## src/rtl/rx_word_sync_ctrl.sv

```systemverilog
// Word-alignment and sync controller for the 8b/10b receive path.
// Hunts for a comma at a fixed bit position, slips the deserializer until found, and tracks loss of sync.
module rx_word_sync_ctrl #(
    parameter int SEARCH_WIN   = 16,
    parameter int SLIP_HOLDOFF = 4,
    parameter int COMMA_LOCK   = 3,
    parameter int GOOD_CNT     = 4,
    parameter int ERR_LOSS     = 4
) (
    input  logic       BitCLK_10,
    input  logic       Reset,
    input  logic [9:0] RxParallel_10,
    input  logic       decode_error,
    input  logic       disparity_error,
    output logic       BitSlip,
    output logic       SyncStatus,
    output logic       CommaDet,
    output logic [3:0] SlipCount,
    output logic [7:0] SyncLossCount
);

    localparam int WIN_W  = $clog2(SEARCH_WIN + 1);
    localparam int HOLD_W = $clog2(SLIP_HOLDOFF + 1);
    localparam int LOCK_W = $clog2(COMMA_LOCK + 1);
    localparam int GOOD_W = $clog2(GOOD_CNT + 1);
    localparam int ERR_W  = $clog2(ERR_LOSS + 1);

    localparam logic [WIN_W-1:0]  WIN_LAST  = WIN_W'(SEARCH_WIN - 1);
    localparam logic [HOLD_W-1:0] HOLD_LAST = HOLD_W'(SLIP_HOLDOFF - 1);
    localparam logic [LOCK_W-1:0] LOCK_LAST = LOCK_W'(COMMA_LOCK - 1);
    localparam logic [GOOD_W-1:0] GOOD_LAST = GOOD_W'(GOOD_CNT - 1);
    localparam logic [ERR_W-1:0]  ERR_LAST  = ERR_W'(ERR_LOSS - 1);

    typedef enum logic [1:0] {
        HUNT = 2'd0,
        SLIP = 2'd1,
        CDET = 2'd2,
        SYNC = 2'd3
    } state_e;

    state_e              state_q, state_d;
    logic [WIN_W-1:0]    win_cnt_q, win_cnt_d;
    logic [HOLD_W-1:0]   hold_cnt_q, hold_cnt_d;
    logic [LOCK_W-1:0]   comma_cnt_q, comma_cnt_d;
    logic [GOOD_W-1:0]   good_cnt_q, good_cnt_d;
    logic [ERR_W-1:0]    err_cnt_q, err_cnt_d;
    logic                comma_det_q, comma_det_d;
    logic                bit_slip_q, bit_slip_d;
    logic                sync_q, sync_d;
    logic [3:0]          slip_cnt_q, slip_cnt_d;
    logic [7:0]          loss_cnt_q, loss_cnt_d;

    logic                word_err;
    logic                unused_upper_bits;

    // Only the K28 comma bits a..f plus i are inspected; the upper bits never affect alignment.
    assign comma_det_d       = (RxParallel_10[6:0] == 7'b1111100) || (RxParallel_10[6:0] == 7'b0000011);
    assign unused_upper_bits = ^RxParallel_10[9:7];
    assign word_err          = decode_error | disparity_error;

    always_comb begin
        state_d     = state_q;
        win_cnt_d   = win_cnt_q;
        hold_cnt_d  = hold_cnt_q;
        comma_cnt_d = comma_cnt_q;
        good_cnt_d  = good_cnt_q;
        err_cnt_d   = err_cnt_q;
        bit_slip_d  = 1'b0;
        slip_cnt_d  = slip_cnt_q;
        loss_cnt_d  = loss_cnt_q;

        case (state_q)
            HUNT: begin
                if (comma_det_q && !word_err) begin
                    state_d     = CDET;
                    comma_cnt_d = LOCK_W'(1);
                    win_cnt_d   = '0;
                end else if (win_cnt_q == WIN_LAST) begin
                    state_d    = SLIP;
                    bit_slip_d = 1'b1;
                    slip_cnt_d = (slip_cnt_q == 4'd9) ? 4'd0 : slip_cnt_q + 4'd1;
                    win_cnt_d  = '0;
                    hold_cnt_d = '0;
                end else begin
                    win_cnt_d = win_cnt_q + WIN_W'(1);
                end
            end

            SLIP: begin
                if (hold_cnt_q == HOLD_LAST) begin
                    state_d    = HUNT;
                    hold_cnt_d = '0;
                    win_cnt_d  = '0;
                end else begin
                    hold_cnt_d = hold_cnt_q + HOLD_W'(1);
                end
            end

            // win_cnt here measures words since the last comma, so a stalled candidate gives up without slipping.
            CDET: begin
                if (word_err) begin
                    state_d     = HUNT;
                    win_cnt_d   = '0;
                    comma_cnt_d = '0;
                end else if (comma_det_q) begin
                    win_cnt_d = '0;
                    if (comma_cnt_q == LOCK_LAST) begin
                        state_d     = SYNC;
                        comma_cnt_d = '0;
                        err_cnt_d   = '0;
                        good_cnt_d  = '0;
                    end else begin
                        comma_cnt_d = comma_cnt_q + LOCK_W'(1);
                    end
                end else if (win_cnt_q == WIN_LAST) begin
                    state_d     = HUNT;
                    win_cnt_d   = '0;
                    comma_cnt_d = '0;
                end else begin
                    win_cnt_d = win_cnt_q + WIN_W'(1);
                end
            end

            SYNC: begin
                if (word_err) begin
                    good_cnt_d = '0;
                    if (err_cnt_q == ERR_LAST) begin
                        state_d   = HUNT;
                        err_cnt_d = '0;
                        win_cnt_d = '0;
                        if (loss_cnt_q != 8'hFF) begin
                            loss_cnt_d = loss_cnt_q + 8'd1;
                        end
                    end else begin
                        err_cnt_d = err_cnt_q + ERR_W'(1);
                    end
                end else if (good_cnt_q == GOOD_LAST) begin
                    good_cnt_d = '0;
                    if (err_cnt_q != '0) begin
                        err_cnt_d = err_cnt_q - ERR_W'(1);
                    end
                end else begin
                    good_cnt_d = good_cnt_q + GOOD_W'(1);
                end
            end

            default: begin
                state_d = HUNT;
            end
        endcase

        sync_d = (state_d == SYNC);
    end

    always_ff @(posedge BitCLK_10 or negedge Reset) begin
        if (!Reset) begin
            state_q     <= HUNT;
            win_cnt_q   <= '0;
            hold_cnt_q  <= '0;
            comma_cnt_q <= '0;
            good_cnt_q  <= '0;
            err_cnt_q   <= '0;
            comma_det_q <= 1'b0;
            bit_slip_q  <= 1'b0;
            sync_q      <= 1'b0;
            slip_cnt_q  <= '0;
            loss_cnt_q  <= '0;
        end else begin
            state_q     <= state_d;
            win_cnt_q   <= win_cnt_d;
            hold_cnt_q  <= hold_cnt_d;
            comma_cnt_q <= comma_cnt_d;
            good_cnt_q  <= good_cnt_d;
            err_cnt_q   <= err_cnt_d;
            comma_det_q <= comma_det_d;
            bit_slip_q  <= bit_slip_d;
            sync_q      <= sync_d;
            slip_cnt_q  <= slip_cnt_d;
            loss_cnt_q  <= loss_cnt_d;
        end
    end

    assign BitSlip       = bit_slip_q;
    assign SyncStatus    = sync_q;
    assign CommaDet      = comma_det_q;
    assign SlipCount     = slip_cnt_q;
    assign SyncLossCount = loss_cnt_q;

endmodule

```

## config.mk

```make
export PLATFORM = sky130hd
export DESIGN_NAME = rx_word_sync_ctrl
export DESIGN_NICKNAME = d
export VERILOG_FILES = /design/src/rtl/rx_word_sync_ctrl.sv
export SDC_FILE = /design/constraint.sdc
export NUM_CORES = 1
export LEC_CHECK = 0
export ABC_AREA = 1
export CAP_MARGIN = 20
export CORE_AREA = 3 3 66 99
export DETAILED_ROUTE_END_ITERATION = 8
export DIE_AREA = 0 0 69 102
export PLACE_DENSITY_LB_ADDON = 0.12
export SLEW_MARGIN = 15
export SYNTH_ARGS = -nofsm -noshare
export SYNTH_HDL_FRONTEND = slang
export SYNTH_SLANG_ARGS = --single-unit
export TNS_END_PERCENT = 10
```

## constraint.sdc

```tcl
create_clock -name BitCLK_10 -period 2.5 [get_ports BitCLK_10]
set_input_delay 0.375 -clock BitCLK_10 [delete_from_list [all_inputs] [get_ports BitCLK_10]]
set_output_delay 0.375 -clock BitCLK_10 [all_outputs]
set_load 0.1 [all_outputs]
```

==> results by group, run 1 <==
GRT
  – Vias in the first global route: roughly 1700
  – Grt ovf: 0
  – First-pass GRT wire length: just over 7000 um
  – GRT Total Usage: 0.1263
  – Initial antenna violation count: 0
  – Largest net degree at the start of global routing: 34

Clock network
  – Clock sinks: 33
  – CTS tree: built
  – Post-CTS Resized: 0
  – Clk_lat worst skew: 0.29 ns
  – Hold buffer count at cts: 0
  – H-tree depth: 2
  – Clock Tree Root: clkbuf_8
  – Clock slew at reported path FFs: approximately 0.07 ns
  – Clock Tree Buf Depth: 2
  – Setup Fix Bufs, Post-CTS: 0
  – Num CTS Buffers: 5

Detailed routing
  – Number of DRC markers in iteration 0: 53
  – Vias/cell: 4.634
  – DRC viols: 0
  – Vias: approximately 1700
  – Post-DR wirelength/cell: around 11 um
  – Drt pass-1 iters: 4
  – Detailed Route WL: roughly 4000 um
  – Routed Antenna Nets: 0

Setup path
  – CP arrival: roughly 1.8 ns
  – Worst path most repeated cell: nand2_1
  – Critical Path Max Stage Delay: ~0.46 ns
  – CP Launch Type: input port
  – Delay-heaviest family, CP: simple AND/OR/NAND/NOR gates
  – Worst-path fanout max: 7
  – CP Buf/Inv Count: 1
  – Data required, critical path: around 2.7 ns
  – Worst setup EP type: flop
  – WS Path Type: input port to flop
  – Critical Path, Cell by Cell: clkdlybuf4s50_1 -> nor2_4 -> nand2_1 -> nand2_1 -> nand2_1 -> nor2_2 -> nand2_1 -> nand2_1
  – CP max-delay cell: clkdlybuf4s50_1

Placement
  – Placement Cell Area: 2212 um2
  – Cells after DPL: approximately 360
  – Port Buffers: 25
  – Post-Place Setup Slack: about 0.63 ns
  – Final GP Congestion: between 0.7 and 0.8
  – Final HPWL DP: 3024 um

Finish
  – Final instance count without filler cells: about 370
  – Post-Layout Inst Area: 2327 um2
  – Layout cells sized above 1: 0.1293
  – ANT cells: 0
  – Final #Nets: roughly 310
  – Area delta synth->final: 22.37%

Floorplan
  – Die width: approximately 69 um
  – # rows: 34
  – Initial core utilization: 0.3287
  – IO Count: 29
  – Core box area: 5786 um2
  – Height of the die: a little over 100 um
  – Die area: between 7000 and 8000 um2

Min path
  – Hold Path Class: flop to flop

Power and ir drop
  – Tot Pwr: about 1.9 mW
  – Leakage: 1.249 nW
  – PD cells: 796.3 nW/um2
  – Worst VDD drop: around 0.58 mV

STA
  – # setup viols final: 0
  – Final Skew: ~0.011 ns
  – Minimum clock period after layout: between 1.5 and 2 ns
  – Final hold vios: 0
  – Worst Slack Setup Final: between 0.9 and 1 ns
  – Unrepaired setup endpoints after global routing: no
  – Final Cycle Share: 0.6186
  – Max-slew violation count: 0
  – Setup TNS: 0 ns
  – Slew HR: 0.7016
  – Fmax: roughly 650 MHz
  – Actual slew at the worst max-slew pin: about 0.45 ns

Synthesis
  – Largest area contributor in the netlist: dfrtp_1
  – Ranking of synthesized cells by area: dfrtp_1 (43%), nand2_1 (21%), inv_1 (5.1%), nand3_1 (4.7%), ha_1 (4.6%)
  – Fraction of the mapped netlist area in adder cells: 0.04605
  – Share of the synthesized area in the top cell type: 0.4342
  – Simple-gate share of the synthesized area: 0.3816
  – Compound-Gate Fraction of Synth Area: 0.05197
  – Ys Warns: 0
  – Mux contribution to synthesized area: 0
  – Post-synthesis sequential area ratio: 0.4342
  – Yosys cell types: 23
  – Post-Syn Nets: 281
  – Synthesized area: 1902 um2
  – Mapped Cells: 260
  – Avg Inst Size Synth: 7.315 um2
  – Post-Synth XOR/XNOR Area: 0.02303
  – Yosys reg bits: 33
  – Largest family of logic cells by synthesized area: simple AND/OR/NAND/NOR gates

Run status
  – Status: finished clean

Run
  – Max cap viols: 0
## where the power goes
group	total [mW]	internal (mW)	switching, mW
Clock	0.517	0.298	0.218
Combinational	0.613	0.178	0.435
Sequential	0.723	0.626	0.0974
Total	1.85	1.10	0.751
## cells in the mapped netlist, drive strengths merged
cell type,instances
xor2,3
nand3b,3
nor2,26
nand4,9
ha,7
inv,30
clkinv,2
a21oi,3
nand2,104
xnor2,2
o31ai,1
dfrtp,33
o21ai,13
nor3,2
or2,1
o21a,1
nand3,20
## cell type report
| cell class | instances | area (um2) |
|---|---|---|
| timing repair buffer | 26 | 220.2 |
| sequential | 33 | 825.8 |
| clock inverter | 3 | 46.29 |
| tap | 72 | 90.09 |
| multi-input combinational | 195 | 955.9 |
| inverter | 32 | 120.1 |
| clock buffer | 5 | 68.82 |
| fill | 641 | 3458 |
## worst register-to-register path: cells and delay by family, from the launching register on
kind	cells	cell delay, ns
adder cells (fa/ha/maj)	1	0.20
flip-flops	1	0.39
buffers and inverters	1	0.08
AND/OR/NAND/NOR	6	0.68
## sequential cells by signal, indices dropped and copies added (netlist names)
signal and cells:
SyncLossCount 8, win_cnt_q 5, SlipCount 4, err_cnt_q 3, good_cnt_q 3, hold_cnt_q 3, comma_cnt_q 2, state_q 2
BitSlip 1, CommaDet 1, SyncStatus 1
## worst paths after layout
path / start / end / slack (ns) / cells past startpoint
setup / recovery: disparity_error / err_cnt_q[1] / 0.95 / 8
hold / removal: good_cnt_q[1] / good_cnt_q[1] / 0.48 / 2
setup reg to reg: win_cnt_q[0] / hold_cnt_q[1] / 1.05 / 8
hold reg to reg: good_cnt_q[1] / good_cnt_q[1] / 0.48 / 2
max in group asynchronous: Reset / comma_cnt_q[1] / 1.67 / 2
min in group asynchronous: Reset / SyncLossCount[4] / 0.49 / 2
## cells in the final DEF (no fill, tap or decap), drive strengths merged, types with 2 or more instances in the layout
cell type	netlist	layout
a21oi	3	3
buf	0	16
clkbuf	0	5
clkdlybuf4s50	0	10
clkinv	2	3
dfrtp	33	33
ha	7	7
inv	30	30
nand2	104	104
nand3	20	20
nand3b	3	3
nand4	9	9
nor2	26	26
nor3	2	2
o21ai	13	13
xnor2	2	2
xor2	3	3
## cells by family after synthesis
logic type      after synthesis
fa+ha+maj                     7
simple gates                165
flops                        33
xor+xnor                      5
compound gates               18
buf+inv                      32
## per-stage QoR
stage | hold slack [ns] | utilization
2_1_floorplan | 0.07941 | -
3_3_place_gp | 0.4579 | 0.3824
3_5_place_dp | 0.4678 | 0.3824
4_1_cts | 0.4838 | 0.4022
5_1_grt | 0.5190 | 0.4022
6_report | 0.4797 | 0.4022
## metal layers
layer,share of wire,vias to the layer above,wire length (um),global-route usage
li1,-,892,-,-
met4,0.020,0,80,0.06165
met1,0.43,767,1780,0.1327
met5,0,-,0,0
met3,0.038,5,155,0.03150
met2,0.51,32,2085,0.2346
Note: power is estimated with default switching activity, not from simulation.
==> inputs of run 2 (changes only) <==
Clock period 2.5 ns to 1.3 ns, I/O delays scaled along.
==> run 2 against run 1 <==
- die area stayed put
- count of clock-buffer cells in the layout did not move
- register-to-register slack got worse by 1.0 ns
- core utilization is 9.3 points higher
- clock power up 49%
- sequential share of layout area is 5.4 points lower
- critical path depth grew 1
- final cell count grew 7.7%
- worst setup slack worse by 0.93 ns
- power rose by 100%
- critical path type is now flop to flop
- critical endpoint is now err_cnt_q[0]
- largest power group is now combinational logic
==> results by group, run 2 (synthesis gave the netlist of run 1 again) <==
Power and ir drop
  – Worst VDD drop: 1.214 mV (+110%)
  – Psw: 1.498 mW (+100%)
  – Sw frac: 0.4045 (-0.0006820)
  – PD cells: 1292 nW/um2 (+62%)
  – Leakage: 1.413 nW (+13%)
  – Sequential power share: 0.382 (-0.008)
  – Tot Pwr: 3.704 mW (+100%)
  – Internal power contribution: 2.206 mW (+100%)
  – Clock share of power: 0.208 (-0.071)
  – Logic pwr share: 0.410 (+0.079)

Detailed routing
  – Routed wl met3: 159 um (+2.6%)
  – Routed Antenna Nets: 0 (unchanged)
  – DRT met1 WL: 1785 um (+0.28%)
  – Vias: 1809 (+6.7%)
  – Vias/cell: 4.591 (-0.92%)
  – Drt pass-1 iters: 4 (unchanged)
  – Detailed Route WL: 4315 um (+5.2%)
  – Met2 WL post-DR: 2311 um (+11%)
  – Number of DRC markers in iteration 0: 100 (+89%)
  – Post-DR wirelength/cell: 10.95 um (-2.3%)
  – DRC viols: 0 (unchanged)
  – Top layer used by detailed routing: met4

Clock network
  – CTS tree: built
  – Clk_lat worst skew: 0.28 ns (about the same)
  – Clock slew at reported path FFs: 0.07 ns (about the same)
  – H-tree depth: 2 (unchanged)
  – Clock sinks: 33 (unchanged)
  – Clock Tree Root: clkbuf_8
  – Clock Tree Buf Depth: 2 (unchanged)
  – Num CTS Buffers: 5 (unchanged)

GRT
  – GRT Total Usage: 0.1332 (+0.006819)
  – Initial antenna violation count: 0 (unchanged)
  – Grt ovf: 0 (unchanged)
  – First-pass GRT wire length: 7652 um (+6.7%)
  – Vias in the first global route: 1762 (+5.1%)
  – Largest net degree at the start of global routing: 34 (unchanged)

Run status
  – Status: finished clean

STA
  – Final hold vios: 0 (unchanged)
  – Slew HR: 0.8341 (+0.1325)
  – Minimum clock period after layout: between 1 and 1.5 ns
  – # setup viols final: 0 (unchanged)
  – Actual slew at the worst max-slew pin: 0.2479 ns (-0.1997 ns)
  – Unrepaired setup endpoints after global routing: yes
  – Final Skew: 0.006015 ns (-0.004544 ns)
  – Max-slew violation count: 0 (unchanged)
  – Fmax: roughly 800 MHz
  – Final Cycle Share: 0.9853
  – Worst Slack Setup Final: 0.01910 ns (-0.9345 ns)

Placement
  – Post-Place Setup Slack: -0.2283 ns (-0.8624 ns)
  – Port Buffers: 25 (unchanged)
  – Final HPWL DP: 3302 um (+9.2%)
  – Final GP Congestion: 0.8262 (+7.2%)

Setup path
  – Data required, critical path: 1.48 ns (-1.25 ns)
  – Worst-path fanout max: 4 (-3)
  – CP Launch Type: flop
  – WS Path Type: flop to flop
  – Worst reg2reg setup slack: 0.02 ns (-1.03 ns)
  – CP arrival: 1.46 ns (-0.31 ns)
  – Worst setup EP type: flop

Min path
  – Hold Path Class: input port to asynchronous set/reset pin

Floorplan
  – Initial core utilization: 0.3287 (unchanged)
  – Die area: 7038 um2 (unchanged)
  – Die width: 69 um (unchanged)
  – Core box area: 5786 um2 (unchanged)
  – # rows: 34 (unchanged)
  – Height of the die: 102 um (unchanged)
  – IO Count: 29 (unchanged)

Finish
  – Most frequent cells in the layout: nand2_1 (99), buf_4 (24), inv_1 (23), dfrtp_1 (20), buf_12 (16)
  – ANT cells: 0 (unchanged)
  – Final #Nets: 342 (+8.9%)
  – Largest register FFs: 8 (unchanged)
  – Area delta synth->final: 50.72%
  – Fin util: 0.4955 (+0.09321)
  – Most common cell after layout, fill and taps aside: nand2_1
  – Layout cells sized above 1: 0.3106 (+0.1813)

Run
  – Max cap viols: 0 (unchanged)
==> run 2: metal layers <==
layer / track usage / vias to the layer above
li1: - / 945
met1: 0.1412 / 832
met2: 0.2559 / 28
met3: 0.02953 / 4
met4: 0.04962 / 0
met5: 0 / -
==> run 2: path summary, 6_finish.rpt <==
path,from,endpoint,cells after the start
setup / recovery,err_cnt_q[0],err_cnt_q[0],9
hold / removal,Reset,SyncLossCount[6],2
setup reg to reg,err_cnt_q[0],err_cnt_q[0],9
hold reg to reg,hold_cnt_q[1],hold_cnt_q[1],2
max in group asynchronous,Reset,SyncLossCount[4],2
min in group BitCLK_10,hold_cnt_q[1],hold_cnt_q[1],2
==> run 2: repair_timing <==
item                       CTS  global route
pin swaps                    2             8
buffers inserted             1             6
setup endpoints to repair   19            29
hold buffers                 0             0
resized for setup            5            16
==> run 2: power groups by stage <==
stage,sequential [mW],clock [mW],combinational [mW]
after CTS,1.42,0.801,1.54
final,1.41,0.770,1.52
after global placement,1.43,0,1.50
after floorplan,1.79,0,0.511
after detailed placement,1.43,0,1.52
after global routing,1.44,0.839,1.68
==> run 2: cell type report <==
| class | count | area, um2 |
|---|---|---|
| clock inverters | 3 | 17.52 |
| multi-input cells | 195 | 1061 |
| inverters | 32 | 121.4 |
| flip-flops and latches | 33 | 862.1 |
| repair buffers | 54 | 645.6 |
| clock buffers | 5 | 68.82 |
| fillers | 590 | 2919 |
| well taps | 72 | 90.09 |
==> run 2: per-stage QoR <==
| stage | std cells | instance area, um2 | hold slack (ns) | TNS (ns) |
|---|---|---|---|---|
| floorplan | 260 | 1996 | -0.1006 | -0.3628 |
| detailed placement | 379 | 2664 | 0.4806 | -5.494 |
| global placement | 379 | 2664 | 0.4663 | -5.191 |
| global route | 394 | 2867 | 0.2890 | -0.8443 |
| CTS | 388 | 2775 | 0.2768 | -0.0008458 |
| finish | 394 | 2867 | 0.2676 | 0 |
==> run 2: critical path: stages, from the launching register on <==
cell and delay [ns]:
dfrtp_1 0.41, ha_2 0.21, inv_2 0.04, nor2_4 0.10, nand2_1 0.07, nand2_2 0.08
buf_4 0.14, nor2_1 0.04, nand2_1 0.05, nand2_1 0.04
